<file path="src/rtl/unified_mem_arbiter.sv">
// unified_mem_arbiter: lets the instruction-fetch port and the data port share
// one single-port synchronous RAM. A two-way round-robin arbiter picks a
// requester in IDLE. The access is then strobed once, the block waits out the
// memory latency, and the result is returned as a one-cycle ready pulse.
module unified_mem_arbiter #(
    parameter int AW          = 32,
    parameter int DW          = 32,
    parameter int MEM_LATENCY = 1   // must be >= 1
) (
    input  logic            clk,
    input  logic            reset,
    // instruction fetch port
    input  logic            i_req,
    input  logic [AW-1:0]   i_addr,
    output logic [DW-1:0]   i_rdata,
    output logic            i_ready,
    // data (MEM stage) port
    input  logic            d_req,
    input  logic            d_we,
    input  logic [AW-1:0]   d_addr,
    input  logic [DW-1:0]   d_wdata,
    input  logic [DW/8-1:0] d_be,
    output logic [DW-1:0]   d_rdata,
    output logic            d_ready,
    // shared memory port
    output logic            mem_en,
    output logic            mem_we,
    output logic [AW-1:0]   mem_addr,
    output logic [DW-1:0]   mem_wdata,
    output logic [DW/8-1:0] mem_be,
    input  logic [DW-1:0]   mem_rdata,
    output logic            busy
);

    // The counter only has to reach MEM_LATENCY-1.
    localparam int            CW       = (MEM_LATENCY > 1) ? $clog2(MEM_LATENCY) : 1;
    localparam logic [CW-1:0] CNT_LAST = CW'(MEM_LATENCY - 1);

    typedef enum logic [1:0] {
        IDLE = 2'd0,
        BUSY = 2'd1,
        RESP = 2'd2
    } state_t;

    state_t        state;
    logic [CW-1:0] cnt;            // wait cycles elapsed after the strobe cycle
    logic          grantData;      // 1: access in flight belongs to the data port
    logic          lastGrantData;  // 1: most recent grant went to the data port
    logic          anyReq;
    logic          pickData;

    // Arbitration: a lone requester wins; on a tie, the port not served last wins.
    always_comb begin
        anyReq   = i_req | d_req;
        pickData = (i_req && d_req) ? ~lastGrantData : d_req;
    end

    // Issue/wait/respond sequencer. All outputs are registered here.
    always_ff @(posedge clk) begin
        if (reset) begin
            state         <= IDLE;
            cnt           <= '0;
            grantData     <= 1'b0;
            lastGrantData <= 1'b0;
            mem_en        <= 1'b0;
            mem_we        <= 1'b0;
            mem_addr      <= '0;
            mem_wdata     <= '0;
            mem_be        <= '0;
            i_rdata       <= '0;
            i_ready       <= 1'b0;
            d_rdata       <= '0;
            d_ready       <= 1'b0;
            busy          <= 1'b0;
        end else begin
            case (state)
                IDLE: begin
                    if (anyReq) begin
                        state         <= BUSY;
                        busy          <= 1'b1;
                        mem_en        <= 1'b1;
                        cnt           <= '0;
                        grantData     <= pickData;
                        lastGrantData <= pickData;
                        if (pickData) begin
                            mem_we    <= d_we;
                            mem_addr  <= d_addr;
                            mem_wdata <= d_wdata;
                            mem_be    <= d_be;
                        end else begin
                            // Fetches are always reads with no byte lanes enabled.
                            mem_we    <= 1'b0;
                            mem_addr  <= i_addr;
                            mem_be    <= '0;
                        end
                    end
                end

                BUSY: begin
                    mem_en <= 1'b0;
                    // The strobe cycle itself is not counted; read data lands
                    // MEM_LATENCY cycles after it, so capture on the last wait cycle.
                    if (!mem_en) begin
                        if (cnt == CNT_LAST) begin
                            state <= RESP;
                            if (grantData) begin
                                d_ready <= 1'b1;
                                if (!mem_we) begin
                                    d_rdata <= mem_rdata;
                                end
                            end else begin
                                i_ready <= 1'b1;
                                i_rdata <= mem_rdata;
                            end
                        end else begin
                            cnt <= cnt + CW'(1);
                        end
                    end
                end

                RESP: begin
                    // The finished requester still holds req this cycle, so no
                    // grant is made here; the next decision happens in IDLE.
                    i_ready <= 1'b0;
                    d_ready <= 1'b0;
                    busy    <= 1'b0;
                    state   <= IDLE;
                end

                default: begin
                    state <= IDLE;
                end
            endcase
        end
    end

endmodule
</file>
<file path="config.mk">
export PLATFORM = sky130hd
export DESIGN_NAME = unified_mem_arbiter
export DESIGN_NICKNAME = d
export VERILOG_FILES = /design/src/rtl/unified_mem_arbiter.sv
export SDC_FILE = /design/constraint.sdc
export NUM_CORES = 1
export LEC_CHECK = 0
export ABC_AREA = 1
export BUFFER_PORTS_ARGS = -buffer_cell sky130_fd_sc_hd__clkbuf_2
export CELL_PAD_IN_SITES_DETAIL_PLACEMENT = 1
export CELL_PAD_IN_SITES_GLOBAL_PLACEMENT = 1
export CORE_AREA = 2 2 131 158
export CTS_BUF_LIST = sky130_fd_sc_hd__clkbuf_8 sky130_fd_sc_hd__clkbuf_16
export CTS_CLUSTER_SIZE = 20
export DETAILED_ROUTE_END_ITERATION = 10
export DIE_AREA = 0 0 133 160
export MAX_ROUTING_LAYER = met4
export PLACE_DENSITY = 0.76
export SLEW_MARGIN = 20
export SYNTH_ARGS = -nofsm -noshare
export SYNTH_HDL_FRONTEND = slang
export SYNTH_SLANG_ARGS = --single-unit
export TNS_END_PERCENT = 10
</file>
<file path="constraint.sdc">
create_clock -name clk -period 1.5 [get_ports clk]
set_input_delay 0 -clock clk [delete_from_list [all_inputs] [get_ports clk]]
set_output_delay 0 -clock clk [all_outputs]
set_load 0.01 [all_outputs]
</file>
==> results.json, run 1 <==
{
  "outcome": "completed",
  "ant_nets": 0,
  "nFillCells": 2574,
  "worstMarginPinSlew_ps": 331.9,
  "dp_hpwl_um": 14380,
  "cp.required_ps": 1810,
  "row_count": 57,
  "drt_pass1_iterations": 4,
  "yosys_register_bits": 140,
  "initial_core_util_pct": 30.21,
  "hp-class": "input pin to flop",
  "rsz0062_at_grt": "no",
  "clkSinkCount": 140,
  "yosys_warnings": 0,
  "worstHoldStart": "reset",
  "grt_pass1_vias": 7717,
  "regToRegStartpoint": "state[0]",
  "yosysTopAreaCell": "dfxtp_1",
  "grt_use_total_pct": 24.23,
  "dieArea_um2": 21280,
  "criticalPathCategory": "flop to flop",
  "cap_violations": 0,
  "ys.flop_type": "dfxtp_1",
  "slew_viol_final": 0,
  "finalSetupTns_ps": 0,
  "cts_max_path_buffers": 2,
  "period_needed_ps": 1404,
  "synth.most_common_cell": "nor2_1",
  "setup_violations": 0,
  "hold_end": "mem_be[0]",
  "cts_tree": "built",
  "timing.final.hold_violations": 0,
  "drive_gt1_share_pct": 25.49,
  "syn_nets": 1059,
  "startpoint": "state[0]",
  "drtIter0Drc": 364,
  "multi_input_area_um2": 2561,
  "ys_top_cells_by_area": "dfxtp_1 47%, nor2_1 18%, nand2_1 13%",
  "antenna_found_initial": 1,
  "reg2reg_slack_ps": 100,
  "powerDensity_nw_per_um2": 1176,
  "grt_max_degree": 70,
  "rr_endpoint": "mem_addr[10]",
  "fmaxAchievable_mhz": 712.4,
  "grt_pass1_wl_um": 39850,
  "min_path_cells": 3,
  "die_h_um": 160,
  "fin_nets": 1451,
  "syn_area_um2": 6012,
  "synth_cells": 922,
  "worstPathArrival_ps": 1710,
  "drt-wirelength-per-cell_um": 15.77,
  "clk_latency_ps": 420,
  "io_buffers": 273,
  "critical_path.startpoint_type": "flop",
  "synth-edff-count": 0,
  "synth_cell_types": 20,
  "path_max_fanout": 18,
  "core_area_um2": 19900,
  "max_slew_margin_pct": 77.88,
  "yosys-top-cells-count": "294 x nor2_1, 212 x nand2_1, 140 x dfxtp_1, 100 x inv_1, 36 x nand3_1",
  "num_vias": 7275,
  "gp_congestion": 0.7843,
  "routed_wl_um": 25110,
  "total_power_w": 0.01145,
  "synthArstFlopShare_pct": 0,
  "cts_root_buffer": "clkbuf_16",
  "endpoint_kind": "flop",
  "overflow": 0,
  "timing.reg2reg.worst_path_depth": 8,
  "clk_pin_slew_ps": 60,
  "cts_buffers": 17,
  "drc_errors": 0,
  "via_per_inst": 4.570,
  "yosysSeqAreaShare_pct": 46.62,
  "peakVddDrop_mv": 0.8896,
  "seq_area_um2": 2803,
  "die-width_um": 133,
  "h-tree-depth": 4,
  "yosysTopAreaCellShare_pct": 46.62,
  "area_growth_pct": 61.91,
  "leakage_nw": 5.016,
  "pin_count": 274,
  "avgSynthCellArea_um2": 6.521,
  "min_period_over_period_pct": 93.57,
  "fin_skew_ps": 9.965
}
kinds of logic after synthesis:
group                  synth area share [%]
buffers and inverters                 11.18
AND/OR/NAND/NOR                       38.54
AO/OA/AOI/OAI                         3.663
flip-flops                            46.62
critical path: stages (launching register included):
cell     delay (ps)
dfxtp_1         330
inv_2            90
nand2_1         130
nor2_2          190
buf_12          180
buf_4           130
nand2_1          50
nor2_1          130
nor2_1           60
routing by layer:
| layer | global-route usage, % | routed length, µm | vias to the layer above | part of all wire [%] |
|---|---|---|---|---|
| met5 | - | 0 | - | 0 |
| met3 | 4.794 | 1062 | 53 | 4.2 |
| met2 | 41.36 | 12690 | 224 | 51 |
| met4 | 10.41 | 812 | 0 | 3.2 |
| met1 | 27.53 | 10550 | 3437 | 42 |
| li1 | - | - | 3561 | - |
cell type report:
| cell class | count | share of cell area [%] |
|---|---|---|
| timing repair buffer | 430 | 31.04 |
| inverter | 102 | 3.959 |
| tap | 265 | 3.406 |
| clock inverter | 13 | 1.954 |
| antenna | 1 | 0.02571 |
| sequential | 140 | 28.79 |
| clock buffer | 18 | 4.512 |
| multi-input combinational | 623 | 26.31 |
worst max path at each step:
| stage | to | depth (start not counted) | slack (ps) |
|---|---|---|---|
| final | mem_addr[10] | 8 | 100 |
| after global routing | mem_addr[10] | 8 | 1 |
| after CTS | mem_wdata[15] | 6 | 160 |
| after detailed placement | mem_wdata[18] | 6 | 180 |
| after global placement | mem_addr[31] | 8 | 230 |
| after floorplan | i_rdata[3] | 7 | 300 |
state kept, by name, summed over array words and instances, names as in the netlist:
| signal | flops |
|---|---|
| busy | 1 |
| d_rdata | 32 |
| d_ready | 1 |
| i_rdata | 32 |
| i_ready | 1 |
| lastGrantData | 1 |
| mem_addr | 32 |
| mem_be | 4 |
| mem_en | 1 |
| mem_wdata | 32 |
| mem_we | 1 |
| state | 2 |
report_power, final:
part | total [W] | internal (W) | switching, W
logic | 0.00260 | 0.00111 | 0.00149
registers | 0.00429 | 0.00408 | 0.000208
clock network | 0.00456 | 0.00283 | 0.00173
total | 0.0114 | 0.00802 | 0.00343
through the flow:
step	utilization [%]	instance area, µm²	instances	hold slack, ps	worst slack [ps]
after floorplan	-	6012	922	69.07	303.0
final	48.92	9734	1592	10.61	96.39
after global placement	38.99	7757	1426	235.3	230.7
after detailed placement	38.99	7757	1426	248.1	178.4
after global routing	48.92	9734	1592	11.21	1.151
after CTS	48.89	9728	1591	0.6932	160.6
placed cells by master, fill, tap and decap left out:
cell type,count
inv_6,2
clkinvlp_4,4
clkinv_2,1
clkbuf_2,273
nor2_2,4
o21ai_4,1
buf_6,1
dfxtp_1,140
dlygate4sd3_1,134
nand2_1,212
buf_4,11
clkbuf_8,1
nor2_1,291
nand4_1,32
inv_1,99
inv_4,1
buf_12,11
inv_2,2
clkinv_4,2
bufinv_16,4
nor2_4,2
clkbuf_16,17
o21ai_0,32
nand3_1,36
diode_2,1
nand2_2,1
nand3b_1,1
a21oi_1,11
timing repair:
item	CTS	global route
endpoints found under the hold margin	134	0
hold buffers	134	0
buffers inserted	0	0
endpoints found under the setup margin	0	1
resized for setup	0	1
No activity file was read; power rests on OpenSTA's default activity.
==> run 2, diff against run 1 <==
--- a/config.mk
+++ b/config.mk
@@ -15,7 +15,7 @@
 export DETAILED_ROUTE_END_ITERATION = 10
 export DIE_AREA = 0 0 133 160
 export MAX_ROUTING_LAYER = met4
-export PLACE_DENSITY = 0.76
+export PLACE_DENSITY_LB_ADDON = 0.25
 export SLEW_MARGIN = 20
 export SYNTH_ARGS = -nofsm -noshare
 export SYNTH_HDL_FRONTEND = slang
==> run 2 against run 1 <==
Cell area shrank 0.69%; combinational power down 2%; global-route usage fell by 2.2 points; maximum frequency up 3.9%; critical path type unchanged; highest routed layer unchanged.
==> results.json, run 2 (synthesized netlist as in run 1, its figures left out) <==
{
  "grt_use_total_pct": 22.08,
  "die_h_um": 160,
  "row_count": 57,
  "overflow": 0,
  "timing.final.hold_violations": 0,
  "ant_nets": 0,
  "dp.cells": 1427,
  "min_path_cells": 5,
  "die-width_um": 133,
  "antenna_found_initial": 1,
  "drive_gt1_share_pct": 25.60,
  "cts_max_path_buffers": 2,
  "routed_wl_um": 22790,
  "cts_root_buffer": "clkbuf_16",
  "cts_tree": "built",
  "min_period_over_period_pct": 90.08,
  "worstPathArrival_ps": 1650,
  "pin_count": 274,
  "initial_core_util_pct": 30.21,
  "h-tree-depth": 4,
  "drtIter0Drc": 351,
  "timing.reg2reg.worst_path_depth": 7,
  "leakage_nw": 5.001,
  "criticalPathCategory": "flop to flop",
  "fin_nets": 1452,
  "rsz0062_at_grt": "no",
  "clk_pin_slew_ps": 60,
  "endpoint_kind": "flop",
  "grt_max_degree": 75,
  "via_per_inst": 4.426,
  "fmaxAchievable_mhz": 740.1,
  "cap_violations": 0,
  "layout_common_cells": "291 x nor2_1, 273 x clkbuf_2, 212 x nand2_1",
  "nFillCells": 2577,
  "layout_commonest_cell": "nor2_1",
  "num_vias": 7055,
  "grt_pass1_wl_um": 36520,
  "postCtsHoldBufs": 134,
  "core_area_um2": 19900,
  "io_buffers": 273,
  "hp-class": "input pin to flop",
  "area_growth_pct": 60.79,
  "dieArea_um2": 21280,
  "critical_path.startpoint_type": "flop",
  "drt_pass1_iterations": 4,
  "path_max_fanout": 12,
  "gp_congestion": 0.7980,
  "cts_setup_buffers": 0,
  "max_slew_margin_pct": 75.41,
  "dp_hpwl_um": 14030,
  "finalSetupTns_ps": 0,
  "peakVddDrop_mv": 0.8107,
  "worstMarginPinSlew_ps": 368.9,
  "clk_latency_ps": 420,
  "multi_input_area_um2": 2561,
  "drt-wirelength-per-cell_um": 14.30,
  "drc_errors": 0,
  "setup_violations": 0,
  "ctsResizeCount": 0,
  "clkSinkCount": 140,
  "period_needed_ps": 1351,
  "grt_pass1_vias": 7189,
  "cts_buffers": 17,
  "outcome": "completed",
  "powerDensity_nw_per_um2": 1129,
  "stdcell_count": 1594,
  "seq_area_um2": 2803,
  "fin_skew_ps": 10.52,
  "slew_viol_final": 0,
  "cp.required_ps": 1800
}
[run 2: cell count changes in the layout (fill, tap and decap cells not counted), sizes merged]
cell,previous run,this run
inv,104,106
clkinvlp,4,2
clkinv,3,7
buf,23,24
bufinv,4,1
[run 2: area by class of cell]
class | count | share of cell area, %
multi-input cells | 623 | 26.49
clock inverters | 14 | 1.372
flip-flops and latches | 140 | 28.99
diodes | 1 | 0.02589
repair buffers | 431 | 31.17
well taps | 265 | 3.430
inverters | 102 | 3.974
clock buffers | 18 | 4.543
[run 2: path summary, 6_finish.rpt]
path	from	endpoint	slack, ps
min	i_req	lastGrantData	180
min reg2reg	mem_be[3]	mem_be[3]	470
max	state[0]	mem_addr[21]	150
max reg2reg	state[0]	mem_addr[21]	150
[run 2: worst max-delay path: stages (launching register included)]
cell and delay [ps]:
dfxtp_1 330, inv_2 90, nand2_1 120, nor2_2 180
buf_4 230, nand2_1 70, nor2_1 150, nor2_1 60
[run 2: report_power, final]
group	switching (W)	total, W	internal, W
Clock	0.00175	0.00411	0.00236
Sequential	0.000190	0.00427	0.00408
Combinational	0.00144	0.00254	0.00110
Total	0.00338	0.0109	0.00754
[run 2: metal layers]
metal  up-vias  track usage [%]  part of all wire (%)  wire length (µm)
li1       3568                -                     -                 -
met1      3223            24.78                    42              9459
met2       221            37.89                    51             11590
met3        43            5.048                   5.1              1161
met4         0            8.749                   2.5               575
met5         -                -                     0                 0
[run 2: through the flow]
step / hold WS (ps) / total power, W / util [%] / cell area [µm²] / setup slack, ps
floorplan: 69.07 / 0.005601 / - / 6012 / 303.0
global placement: 237.5 / 0.006549 / 38.95 / 7751 / 206.7
detailed placement: 241.7 / 0.006591 / 38.95 / 7751 / 174.1
CTS: 153.8 / 0.01105 / 48.57 / 9664 / 162.9
global route: 202.1 / 0.01158 / 48.58 / 9667 / 38.63
finish: 175.5 / 0.01092 / 48.58 / 9667 / 148.8
